## src/rtl/rom_access_arbiter_if.sv

```systemverilog
`default_nettype none
// ============================================================================
// Module      : rom_access_arbiter_if
// Description : Bus bundle for the instruction-memory arbiter: fetch master,
//               debug/loader master and the single-port memory side.
// Revision    : 1.0 - initial release
// ============================================================================
interface rom_access_arbiter_if #(
    parameter int ADDR_W  = 10,
    parameter int DATA_W  = 32,
    parameter int BE_W    = 4,
    parameter int BURST_W = 4
);
    logic               hold;

    // Master 0: CPU instruction fetch (read bursts only)
    logic [ADDR_W-1:0]  m0_address;
    logic               m0_read;
    logic [BURST_W-1:0] m0_burstcount;
    logic               m0_waitrequest;
    logic [DATA_W-1:0]  m0_readdata;
    logic               m0_readdatavalid;

    // Master 1: debug/loader (single reads, byte-enabled writes)
    logic [ADDR_W-1:0]  m1_address;
    logic               m1_read;
    logic               m1_write;
    logic [DATA_W-1:0]  m1_writedata;
    logic [BE_W-1:0]    m1_byteenable;
    logic               m1_waitrequest;
    logic [DATA_W-1:0]  m1_readdata;
    logic               m1_readdatavalid;

    // Memory side (registered address, unregistered q)
    logic [ADDR_W-1:0]  mem_address;
    logic               mem_chipselect;
    logic               mem_write;
    logic               mem_debugaccess;
    logic [BE_W-1:0]    mem_byteenable;
    logic [DATA_W-1:0]  mem_writedata;
    logic               mem_clken;
    logic [DATA_W-1:0]  mem_readdata;

    modport slave (
        input  hold,
        input  m0_address, m0_read, m0_burstcount,
        output m0_waitrequest, m0_readdata, m0_readdatavalid,
        input  m1_address, m1_read, m1_write, m1_writedata, m1_byteenable,
        output m1_waitrequest, m1_readdata, m1_readdatavalid,
        output mem_address, mem_chipselect, mem_write, mem_debugaccess,
        output mem_byteenable, mem_writedata, mem_clken,
        input  mem_readdata
    );

    modport master (
        output hold,
        output m0_address, m0_read, m0_burstcount,
        input  m0_waitrequest, m0_readdata, m0_readdatavalid,
        output m1_address, m1_read, m1_write, m1_writedata, m1_byteenable,
        input  m1_waitrequest, m1_readdata, m1_readdatavalid,
        input  mem_address, mem_chipselect, mem_write, mem_debugaccess,
        input  mem_byteenable, mem_writedata, mem_clken,
        output mem_readdata
    );
endinterface
`default_nettype wire

```

## src/rtl/rom_access_arbiter.sv

```systemverilog
`default_nettype none
// ============================================================================
// Module      : rom_access_arbiter
// Description : Round-robin arbiter/sequencer letting a fetch master (bursts)
//               and a debug master share one single-port instruction memory.
// Revision    : 1.0 - initial release
// ============================================================================
module rom_access_arbiter #(
    parameter int ADDR_W  = 10,
    parameter int DATA_W  = 32,
    parameter int BE_W    = 4,
    parameter int BURST_W = 4
) (
    input  wire logic          clk,
    input  wire logic          reset_n,
    rom_access_arbiter_if.slave bus
);

    localparam logic [ADDR_W-1:0]  c_ADDR_ONE  = ADDR_W'(1);
    localparam logic [BURST_W-1:0] c_BURST_ONE = BURST_W'(1);
    localparam logic [BE_W-1:0]    c_BE_ALL    = '1;

    localparam logic c_OWNER_M0 = 1'b0;
    localparam logic c_OWNER_M1 = 1'b1;

    typedef enum logic [0:0] {
        ST_IDLE  = 1'b0,
        ST_BURST = 1'b1
    } state_t;

    state_t             r_state;
    state_t             w_state_nxt;
    logic               r_last_grant;
    logic               w_last_grant_nxt;
    logic [BURST_W-1:0] r_beats_left;
    logic [BURST_W-1:0] w_beats_left_nxt;
    logic [ADDR_W-1:0]  r_burst_addr;
    logic [ADDR_W-1:0]  w_burst_addr_nxt;
    logic               r_tag_valid;
    logic               r_tag_owner;

    logic               w_m0_req;
    logic               w_m1_req;
    logic               w_grant_m0;
    logic               w_grant_m1;
    logic [BURST_W-1:0] w_burst_len;

    logic               w_issue_read;
    logic               w_issue_owner;
    logic               w_m0_waitrequest;
    logic               w_m1_waitrequest;
    logic [ADDR_W-1:0]  w_mem_address;
    logic               w_mem_chipselect;
    logic               w_mem_write;
    logic [BE_W-1:0]    w_mem_byteenable;
    logic [DATA_W-1:0]  w_rd_data;

    // ------------------------------------------------------------------------
    // Arbitration: only evaluated in IDLE; reset_n gates everything so that a
    // cycle spent in reset never produces a grant or a memory access.
    // ------------------------------------------------------------------------
    always_comb begin
        w_m0_req   = bus.m0_read;
        w_m1_req   = bus.m1_read | bus.m1_write;
        w_grant_m0 = 1'b0;
        w_grant_m1 = 1'b0;
        if (reset_n && (r_state == ST_IDLE) && !bus.hold) begin
            if (w_m0_req && w_m1_req) begin
                // r_last_grant is the owner of the previous grant; the other wins
                w_grant_m0 = r_last_grant;
                w_grant_m1 = ~r_last_grant;
            end else begin
                w_grant_m0 = w_m0_req;
                w_grant_m1 = w_m1_req;
            end
        end
    end

    always_comb begin
        w_burst_len = (bus.m0_burstcount == '0) ? c_BURST_ONE : bus.m0_burstcount;
    end

    // ------------------------------------------------------------------------
    // Sequencer: next state and memory command
    // ------------------------------------------------------------------------
    always_comb begin
        w_state_nxt      = r_state;
        w_last_grant_nxt = r_last_grant;
        w_beats_left_nxt = r_beats_left;
        w_burst_addr_nxt = r_burst_addr;
        w_issue_read     = 1'b0;
        w_issue_owner    = c_OWNER_M0;
        w_m0_waitrequest = 1'b1;
        w_m1_waitrequest = 1'b1;
        w_mem_address    = r_burst_addr;
        w_mem_chipselect = 1'b0;
        w_mem_write      = 1'b0;
        w_mem_byteenable = c_BE_ALL;

        case (r_state)
            ST_IDLE: begin
                if (w_grant_m0) begin
                    w_m0_waitrequest = 1'b0;
                    w_mem_chipselect = 1'b1;
                    w_mem_address    = bus.m0_address;
                    w_issue_read     = 1'b1;
                    w_issue_owner    = c_OWNER_M0;
                    w_last_grant_nxt = c_OWNER_M0;
                    if (w_burst_len > c_BURST_ONE) begin
                        w_state_nxt      = ST_BURST;
                        w_beats_left_nxt = w_burst_len - c_BURST_ONE;
                        w_burst_addr_nxt = bus.m0_address + c_ADDR_ONE;
                    end
                end else if (w_grant_m1) begin
                    w_m1_waitrequest = 1'b0;
                    w_mem_chipselect = 1'b1;
                    w_mem_address    = bus.m1_address;
                    w_last_grant_nxt = c_OWNER_M1;
                    // a write takes precedence over a simultaneous read request
                    if (bus.m1_write) begin
                        w_mem_write      = 1'b1;
                        w_mem_byteenable = bus.m1_byteenable;
                    end else begin
                        w_issue_read  = 1'b1;
                        w_issue_owner = c_OWNER_M1;
                    end
                end
            end

            ST_BURST: begin
                if (reset_n) begin
                    w_mem_chipselect = 1'b1;
                    w_mem_address    = r_burst_addr;
                    w_issue_read     = 1'b1;
                    w_issue_owner    = c_OWNER_M0;
                    w_burst_addr_nxt = r_burst_addr + c_ADDR_ONE;
                    w_beats_left_nxt = r_beats_left - c_BURST_ONE;
                    if (r_beats_left == c_BURST_ONE) begin
                        w_state_nxt = ST_IDLE;
                    end
                end
            end

            default: begin
                w_state_nxt = ST_IDLE;
            end
        endcase
    end

    // ------------------------------------------------------------------------
    // State and read-tag pipe. The tag follows the memory's one-cycle q
    // latency and remembers which master owns the returning word.
    // ------------------------------------------------------------------------
    always_ff @(posedge clk) begin
        if (!reset_n) begin
            r_state      <= ST_IDLE;
            r_last_grant <= c_OWNER_M1;
            r_beats_left <= '0;
            r_burst_addr <= '0;
            r_tag_valid  <= 1'b0;
            r_tag_owner  <= c_OWNER_M0;
        end else begin
            r_state      <= w_state_nxt;
            r_last_grant <= w_last_grant_nxt;
            r_beats_left <= w_beats_left_nxt;
            r_burst_addr <= w_burst_addr_nxt;
            r_tag_valid  <= w_issue_read;
            r_tag_owner  <= w_issue_owner;
        end
    end

    assign w_rd_data = bus.mem_readdata;

    assign bus.m0_waitrequest   = w_m0_waitrequest;
    assign bus.m1_waitrequest   = w_m1_waitrequest;
    assign bus.m0_readdata      = w_rd_data;
    assign bus.m1_readdata      = w_rd_data;
    assign bus.m0_readdatavalid = reset_n & r_tag_valid & (r_tag_owner == c_OWNER_M0);
    assign bus.m1_readdatavalid = reset_n & r_tag_valid & (r_tag_owner == c_OWNER_M1);

    assign bus.mem_address      = w_mem_address;
    assign bus.mem_chipselect   = w_mem_chipselect;
    assign bus.mem_write        = w_mem_write;
    assign bus.mem_debugaccess  = w_mem_write;
    assign bus.mem_byteenable   = w_mem_byteenable;
    assign bus.mem_writedata    = bus.m1_writedata;
    assign bus.mem_clken        = 1'b1;

endmodule
`default_nettype wire

```

## src/flat_wrapper.sv

```systemverilog
// flat-port wrapper written by rule: the top's interface ports become plain ports
module rom_access_arbiter_flat 
#(
    parameter int ADDR_W  = 10,
    parameter int DATA_W  = 32,
    parameter int BE_W    = 4,
    parameter int BURST_W = 4
)
  (clk, reset_n, bus_hold, bus_m0_address, bus_m0_read, bus_m0_burstcount, bus_m0_waitrequest, bus_m0_readdata, bus_m0_readdatavalid, bus_m1_address, bus_m1_read, bus_m1_write, bus_m1_writedata, bus_m1_byteenable, bus_m1_waitrequest, bus_m1_readdata, bus_m1_readdatavalid, bus_mem_address, bus_mem_chipselect, bus_mem_write, bus_mem_debugaccess, bus_mem_byteenable, bus_mem_writedata, bus_mem_clken, bus_mem_readdata);
  rom_access_arbiter_if #(.ADDR_W(ADDR_W), .DATA_W(DATA_W), .BE_W(BE_W), .BURST_W(BURST_W)) bus_i ();
  input  wire logic clk;
  input  wire logic reset_n;
  input wire logic [$bits(bus_i.hold)-1:0] bus_hold;
  input wire logic [$bits(bus_i.m0_address)-1:0] bus_m0_address;
  input wire logic [$bits(bus_i.m0_read)-1:0] bus_m0_read;
  input wire logic [$bits(bus_i.m0_burstcount)-1:0] bus_m0_burstcount;
  output wire logic [$bits(bus_i.m0_waitrequest)-1:0] bus_m0_waitrequest;
  output wire logic [$bits(bus_i.m0_readdata)-1:0] bus_m0_readdata;
  output wire logic [$bits(bus_i.m0_readdatavalid)-1:0] bus_m0_readdatavalid;
  input wire logic [$bits(bus_i.m1_address)-1:0] bus_m1_address;
  input wire logic [$bits(bus_i.m1_read)-1:0] bus_m1_read;
  input wire logic [$bits(bus_i.m1_write)-1:0] bus_m1_write;
  input wire logic [$bits(bus_i.m1_writedata)-1:0] bus_m1_writedata;
  input wire logic [$bits(bus_i.m1_byteenable)-1:0] bus_m1_byteenable;
  output wire logic [$bits(bus_i.m1_waitrequest)-1:0] bus_m1_waitrequest;
  output wire logic [$bits(bus_i.m1_readdata)-1:0] bus_m1_readdata;
  output wire logic [$bits(bus_i.m1_readdatavalid)-1:0] bus_m1_readdatavalid;
  output wire logic [$bits(bus_i.mem_address)-1:0] bus_mem_address;
  output wire logic [$bits(bus_i.mem_chipselect)-1:0] bus_mem_chipselect;
  output wire logic [$bits(bus_i.mem_write)-1:0] bus_mem_write;
  output wire logic [$bits(bus_i.mem_debugaccess)-1:0] bus_mem_debugaccess;
  output wire logic [$bits(bus_i.mem_byteenable)-1:0] bus_mem_byteenable;
  output wire logic [$bits(bus_i.mem_writedata)-1:0] bus_mem_writedata;
  output wire logic [$bits(bus_i.mem_clken)-1:0] bus_mem_clken;
  input wire logic [$bits(bus_i.mem_readdata)-1:0] bus_mem_readdata;
  assign bus_i.hold = bus_hold;
  assign bus_i.m0_address = bus_m0_address;
  assign bus_i.m0_read = bus_m0_read;
  assign bus_i.m0_burstcount = bus_m0_burstcount;
  assign bus_m0_waitrequest = bus_i.m0_waitrequest;
  assign bus_m0_readdata = bus_i.m0_readdata;
  assign bus_m0_readdatavalid = bus_i.m0_readdatavalid;
  assign bus_i.m1_address = bus_m1_address;
  assign bus_i.m1_read = bus_m1_read;
  assign bus_i.m1_write = bus_m1_write;
  assign bus_i.m1_writedata = bus_m1_writedata;
  assign bus_i.m1_byteenable = bus_m1_byteenable;
  assign bus_m1_waitrequest = bus_i.m1_waitrequest;
  assign bus_m1_readdata = bus_i.m1_readdata;
  assign bus_m1_readdatavalid = bus_i.m1_readdatavalid;
  assign bus_mem_address = bus_i.mem_address;
  assign bus_mem_chipselect = bus_i.mem_chipselect;
  assign bus_mem_write = bus_i.mem_write;
  assign bus_mem_debugaccess = bus_i.mem_debugaccess;
  assign bus_mem_byteenable = bus_i.mem_byteenable;
  assign bus_mem_writedata = bus_i.mem_writedata;
  assign bus_mem_clken = bus_i.mem_clken;
  assign bus_i.mem_readdata = bus_mem_readdata;
  rom_access_arbiter #(.ADDR_W(ADDR_W), .DATA_W(DATA_W), .BE_W(BE_W), .BURST_W(BURST_W)) u_core (.clk(clk), .reset_n(reset_n), .bus(bus_i));
endmodule
```

## config.mk

```make
export PLATFORM = sky130hd
export DESIGN_NAME = rom_access_arbiter_flat
export DESIGN_NICKNAME = d
export VERILOG_FILES = /design/src/rtl/rom_access_arbiter_if.sv /design/src/rtl/rom_access_arbiter.sv /design/src/flat_wrapper.sv
export SDC_FILE = /design/constraint.sdc
export NUM_CORES = 1
export LEC_CHECK = 0
export CAP_MARGIN = 5
export CORE_UTILIZATION = 32
export DETAILED_ROUTE_END_ITERATION = 16
export PLACE_DENSITY = 0.83
export SLEW_MARGIN = 20
export SYNTH_ARGS = -nofsm -noshare
export SYNTH_HDL_FRONTEND = slang
export SYNTH_SLANG_ARGS = --single-unit
```

## constraint.sdc

```tcl
create_clock -name clk -period 2.7 [get_ports clk]
set_input_delay 0.405 -clock clk [delete_from_list [all_inputs] [get_ports clk]]
set_output_delay 0.405 -clock clk [all_outputs]
set_load 0.1 [all_outputs]
```

Yosys cells after proc, flatten, opt, wreduce, memory -nomap -nowiden. Cells that the tools add are included.

Register bits: 18. Bits in latches: 0. Memory bits (writable): 0. ROM bits: 0. Bits of input ports: 98. Output and inout port bits: 118. Word-level logic and storage cells: 72. Memories: 0.

Add/subtract/negate cells: 4. $mul: 0. Div/mod/pow operators: 0. Order comparisons: 1. Eq/ne operators: 3. Shifts and indexed selects: 0. Mux-type cells: 43. Bitwise operators: 7. Reductions and logical operators: 8.

Operator list (number): $mux W10 (4); $pmux W10 S2 (2); $mux W4 (7); $mux W1 (25); $add A10 B1 Y10 const B (2); $pmux W1 S2 (4); $pmux W4 S2 (1); $sub A4 B1 Y4 const B (2); $eq A4 B1 Y1 const B (1); $gt A4 B1 Y1 const B (1); $logic_not A4 Y1 (1); $reduce_and A2 Y1 (2); $and A1 B1 Y1 (3); $logic_and A1 B1 Y1 (3); $not A1 Y1 (3); $ne A2 B1 Y1 const B (1); $ne A2 B2 Y1 const B (1); $reduce_bool A2 Y1 (1); $logic_not A1 Y1 (1); $or A1 B1 Y1 (1).

Longest topological paths before layout.
Depth in word-level cells: 7. Depth in mapped cells: 9. Gate-level depth less buffers: 6.

Worst setup path before layout. No wires, ideal clock.

Kind: register to output. From: register u_core.r_state. To: output port bus_mem_write. Arrival: 1.958 ns. Required time: 2.295 ns. Setup slack: 0.337 ns. Stages on the path, launching flop included: 7. Path buffers: 2. Path through: dfxtp_1 -> buf_4 -> nor2_1 -> and4_1 -> nand2_1 -> inv_1 -> buf_4.

Word-level cells in the longest chain between the ends: 7. Elaborated cells between the ends (all ways): 8. Those cells by class: mux (5); bitwise (1); reduce/logical (2).

Ends and longest elaborated chain: start: declaration (line rom_access_arbiter.sv:31) `state_t r_state;`; start signal: assignment (line rom_access_arbiter.sv:163) `r_state <= w_state_nxt;`; $not A1 Y1 (no line); $logic_and A1 B1 Y1 (2 in a row) (line rom_access_arbiter.sv:67) `if (reset_n && (r_state == ST_IDLE) && !bus.hold) begin`; $mux W1 (line rom_access_arbiter.sv:67); $mux W1 (line rom_access_arbiter.sv:114) `end else if (w_grant_m1) begin`; $mux W1 (line rom_access_arbiter.sv:102) `if (w_grant_m0) begin`; $mux W1 (*) (line rom_access_arbiter.sv:100) `case (r_state)`; end: declaration (line flat_wrapper.sv:30) `output wire logic [$bits(bus_i.mem_write)-1:0] bus_mem_write;`.

Every way passes the cells marked *; elsewhere a longest branch is shown, timed or not.

Final worst setup path.
From: input port bus_m1_read. To: output port bus_mem_address[0].

Word-level cells in the longest chain between the ends: 7. Elaborated cells between the ends (all ways): 9. Those cells by class: mux (7); bitwise (1); reduce/logical (1).

Ends and longest elaborated chain: start: declaration (line flat_wrapper.sv:21) `input wire logic [$bits(bus_i.m1_read)-1:0] bus_m1_read;`; $or A1 B1 Y1 (*) (line rom_access_arbiter.sv:64) `w_m1_req = bus.m1_read | bus.m1_write;`; $logic_and A1 B1 Y1 (line rom_access_arbiter.sv:68) `if (w_m0_req && w_m1_req) begin`; $mux W1 (line rom_access_arbiter.sv:68); $mux W1 (line rom_access_arbiter.sv:67); $mux W10 (line rom_access_arbiter.sv:114); $mux W10 (*) (line rom_access_arbiter.sv:102); $pmux W10 S2 (*) (line rom_access_arbiter.sv:100); end: declaration (line flat_wrapper.sv:28) `output wire logic [$bits(bus_i.mem_address)-1:0] bus_mem_address;`.

Marks and branches as above.

==> impl_metrics.py <==
metrics = {
    "status": {
        "outcome": "complete, no violations",
    },
    "global_routing": {
        "grt_antenna_before_repair": 0,
        "gr-usage-all-layers": 0.162,
        "grt_overflow": 0,
        "grt_pass1_wl_um": 9740,
        "first_global_vias": 1964,
        "grt_start_max_net_pins": 20,
    },
    "clock_tree": {
        "clock_latency_ns": 0.26,
        "clockBufferDepth": 2,
        "numCtsBuffers": 3,
        "ctsHoldBuffers": 0,
        "cts_sinks": 18,
        "cts-root-buf": "clkbuf_8",
        "post_cts_buffers": 0,
        "ctsResizeCount": 0,
        "path_clk_slew_ns": 0.07,
        "cts_tree": "done",
        "htree_levels": 1,
    },
    "synth": {
        "avgSynthCellArea_um2": 7.52,
        "synth_top_area_share": 0.313,
        "synth_cell_types": 63,
        "yosysWarnings": 0,
        "async_reset_ff_frac": 0,
        "ys_seq_elements": 18,
        "synth_area_leaders": "buf_4 31%, dfxtp_1 15%, nand2_1 6.0%",
        "yosys_most_used_dff": "dfxtp_1",
        "synth_largest_area_cell": "buf_4",
        "synth_edf_count": 0,
        "syn_area_mm2": 0.00238,
        "syn-num-nets": 417,
        "ys_seq_area_frac": 0.152,
        "synthCells": 316,
    },
    "critical_path": {
        "worst-path-max-fanout": 8,
        "crit_start": "bus_m1_read",
        "crit_path_end": "bus_mem_address[0]",
        "end_kind": "output pin",
        "cp.arrival_ns": 2.10,
        "cp.required_ns": 2.30,
        "crit_type": "in -> out",
        "reg2reg_slack_ns": 0.57,
        "r2r_cells": 6,
        "critPathLaunchType": "input pin",
        "r2r-start": "u_core.r_state$_SDFF_PN0_",
        "timing.rr.end": "u_core.r_burst_addr[8]$_SDFFE_PN0P_",
    },
    "cells_and_area": {
        "diodes": 0,
        "multi_input_area_mm2": 0.00119,
        "area.growth.synth_to_final_pct": 9.05,
        "final_cells": 375,
        "final_nets": 379,
        "drive_gt1_frac": 0.203,
        "final-seq-area_um2": 360,
        "fillers": 716,
    },
    "power_and_ir_drop": {
        "netSwitchingPower_uw": 397,
        "pwr-share-seq": 0.310,
        "ir_worst_vdd_v": 0.000153,
        "sw_frac_of_total": 0.413,
        "pwr-share-comb": 0.483,
        "clockPowerShare": 0.207,
        "p_int_uw": 565,
        "p_leak_uw": 0.000958,
        "power-per-cell-area_mw_per_mm2": 371,
    },
    "timing": {
        "setup_violations": 0,
        "worst_pin_slew_ns": 0.576,
        "fin_setup_tns_ns": 0,
        "slew_viol_final": 0,
        "period_needed_ns": 2.50,
        "hold_viol": 0,
        "min_period_over_period": 0.927,
        "relSlewSlack": 0.616,
        "rsz0062_at_grt": "false",
        "skew_ns": 0.00343,
        "max_freq_ghz": 0.399,
    },
    "die": {
        "die_x_um": 88.2,
        "num_io_pins": 216,
        "row_count": 31,
        "coreArea_mm2": 0.00721,
        "dieArea_mm2": 0.00778,
        "chipHeight_um": 88.2,
        "start_util": 0.330,
    },
    "routing": {
        "vias": 2066,
        "wl_per_cell_um": 16.8,
        "drc": 0,
        "drt-total-wl_um": 6300,
        "ant_nets": 0,
        "vias_per_cell": 5.51,
        "drt_iter0_markers": 224,
        "dr.pass1.iters": 5,
    },
    "placed_design": {
        "dp_hpwl_um": 4840,
        "placedCellCount": 372,
        "place_congestion": 0.887,
        "place.port_buffers": 54,
    },
    "min_path": {
        "hp-class": "reg -> reg",
    },
    "job": {
        "cap_violations": 0,
    },
}
layout by cell type (no fill, tap or decap), types with 3 or more instances in the layout:
| master | n |
|---|---|
| a21oi_1 | 8 |
| a22oi_1 | 12 |
| a31oi_1 | 3 |
| and2_1 | 5 |
| buf_12 | 21 |
| buf_4 | 12 |
| clkbuf_8 | 3 |
| clkdlybuf4s50_1 | 33 |
| dfxtp_1 | 18 |
| ha_1 | 3 |
| inv_1 | 9 |
| nand2_1 | 38 |
| nand2b_1 | 5 |
| nand3_1 | 5 |
| nand4_1 | 5 |
| nand4b_1 | 3 |
| nor2_1 | 9 |
| nor3_1 | 10 |
| nor4_1 | 4 |
| o211a_1 | 3 |
| o21ai_0 | 7 |
| o21ai_1 | 3 |
| or2_2 | 6 |
how the worst min path moves through the flow:
stage | from | end | slack, ns | cells after the start
after global placement | u_core.r_beats_left[3]$_SDFFE_PN0P_ | u_core.r_beats_left[3]$_SDFFE_PN0P_ | 0.46 | 2
final | u_core.r_beats_left[1]$_SDFFE_PN0P_ | u_core.r_beats_left[1]$_SDFFE_PN0P_ | 0.48 | 2
after floorplan | u_core.r_beats_left[1]$_SDFFE_PN0P_ | u_core.r_beats_left[1]$_SDFFE_PN0P_ | 0.44 | 2
after global routing | u_core.r_beats_left[1]$_SDFFE_PN0P_ | u_core.r_beats_left[1]$_SDFFE_PN0P_ | 0.49 | 2
after CTS | u_core.r_beats_left[3]$_SDFFE_PN0P_ | u_core.r_beats_left[3]$_SDFFE_PN0P_ | 0.48 | 2
after detailed placement | u_core.r_beats_left[3]$_SDFFE_PN0P_ | u_core.r_beats_left[3]$_SDFFE_PN0P_ | 0.47 | 2
power by group through the flow:
stage / sequential, uW / combinational, uW / clock [uW]
global route: 300 / 490 / 209
CTS: 298 / 465 / 199
floorplan: 299 / 947 / 0
finish: 299 / 465 / 199
global placement: 302 / 457 / 0
detailed placement: 304 / 462 / 0
state kept, by name (all words and copies together), names as in the netlist:
name                 flops
u_core.r_beats_left      4
u_core.r_burst_addr     10
u_core.r_last_grant      1
u_core.r_state           1
u_core.r_tag_owner       1
u_core.r_tag_valid       1
critical path, cell delays in order:
cell	delay (ns)
clkdlybuf4s50_1	0.45
or2_2	0.35
and4_1	0.24
buf_4	0.18
a22oi_1	0.14
nand2_1	0.13
buf_12	0.19
metal layers:
metal | track usage | part of all wire
met1 | 0.174 | 0.38
met2 | 0.279 | 0.49
met3 | 0.0415 | 0.082
met4 | 0.107 | 0.046
met5 | 0 | 0
final cells by class:
cell class	count	area share
Multi-Input combinational cell	180	0.460
Timing Repair Buffer	66	0.324
Sequential cell	18	0.139
Tap cell	99	0.0478
Clock buffer	3	0.0159
Inverter	9	0.0130
synth_stat cells (all sizes together) (2+ instances only):
cell type	instances
a21oi	8
nand3b	2
dfxtp	18
o31a	2
o311ai	2
a31oi	4
nor2	9
nor3	11
clkbuf	2
o31ai	2
o21ai	10
buf	107
nand4	5
or4b	2
o2111ai	2
nand3	5
xnor2	2
a32oi	2
mux2	2
o211a	3
a22oi	12
ha	3
and2	5
mux2i	2
nand2b	5
or4	2
nand4b	3
nor4	4
o211ai	3
or3	2
inv	9
o32ai	2
nand2	38
or2	7
kinds of logic after synthesis:
kind of cell               after synthesis  share of synthesized area
xor gates and xnor gates                 2                    0.00737
muxes                                    4                     0.0179
buffers and inverters                  118                      0.347
and+or+nand+nor                        107                      0.247
AOI/OAI and AO/OA                       63                      0.212
other                                    1                    0.00158
DFF                                     18                      0.152
adders and majority gates                3                     0.0158
metrics by stage:
stage / power, uW / util / setup slack [ns] / instance area (um^2) / hold slack, ns
after floorplan: 1250 / - / 0.337 / 2380 / 0.442
after global placement: 759 / 0.354 / 0.225 / 2550 / 0.456
after detailed placement: 766 / 0.354 / 0.197 / 2550 / 0.467
after CTS: 962 / 0.359 / 0.187 / 2590 / 0.476
after global routing: 1000 / 0.359 / 0.0716 / 2590 / 0.495
final: 963 / 0.359 / 0.196 / 2590 / 0.475
Power figures use the tool's default switching activity.
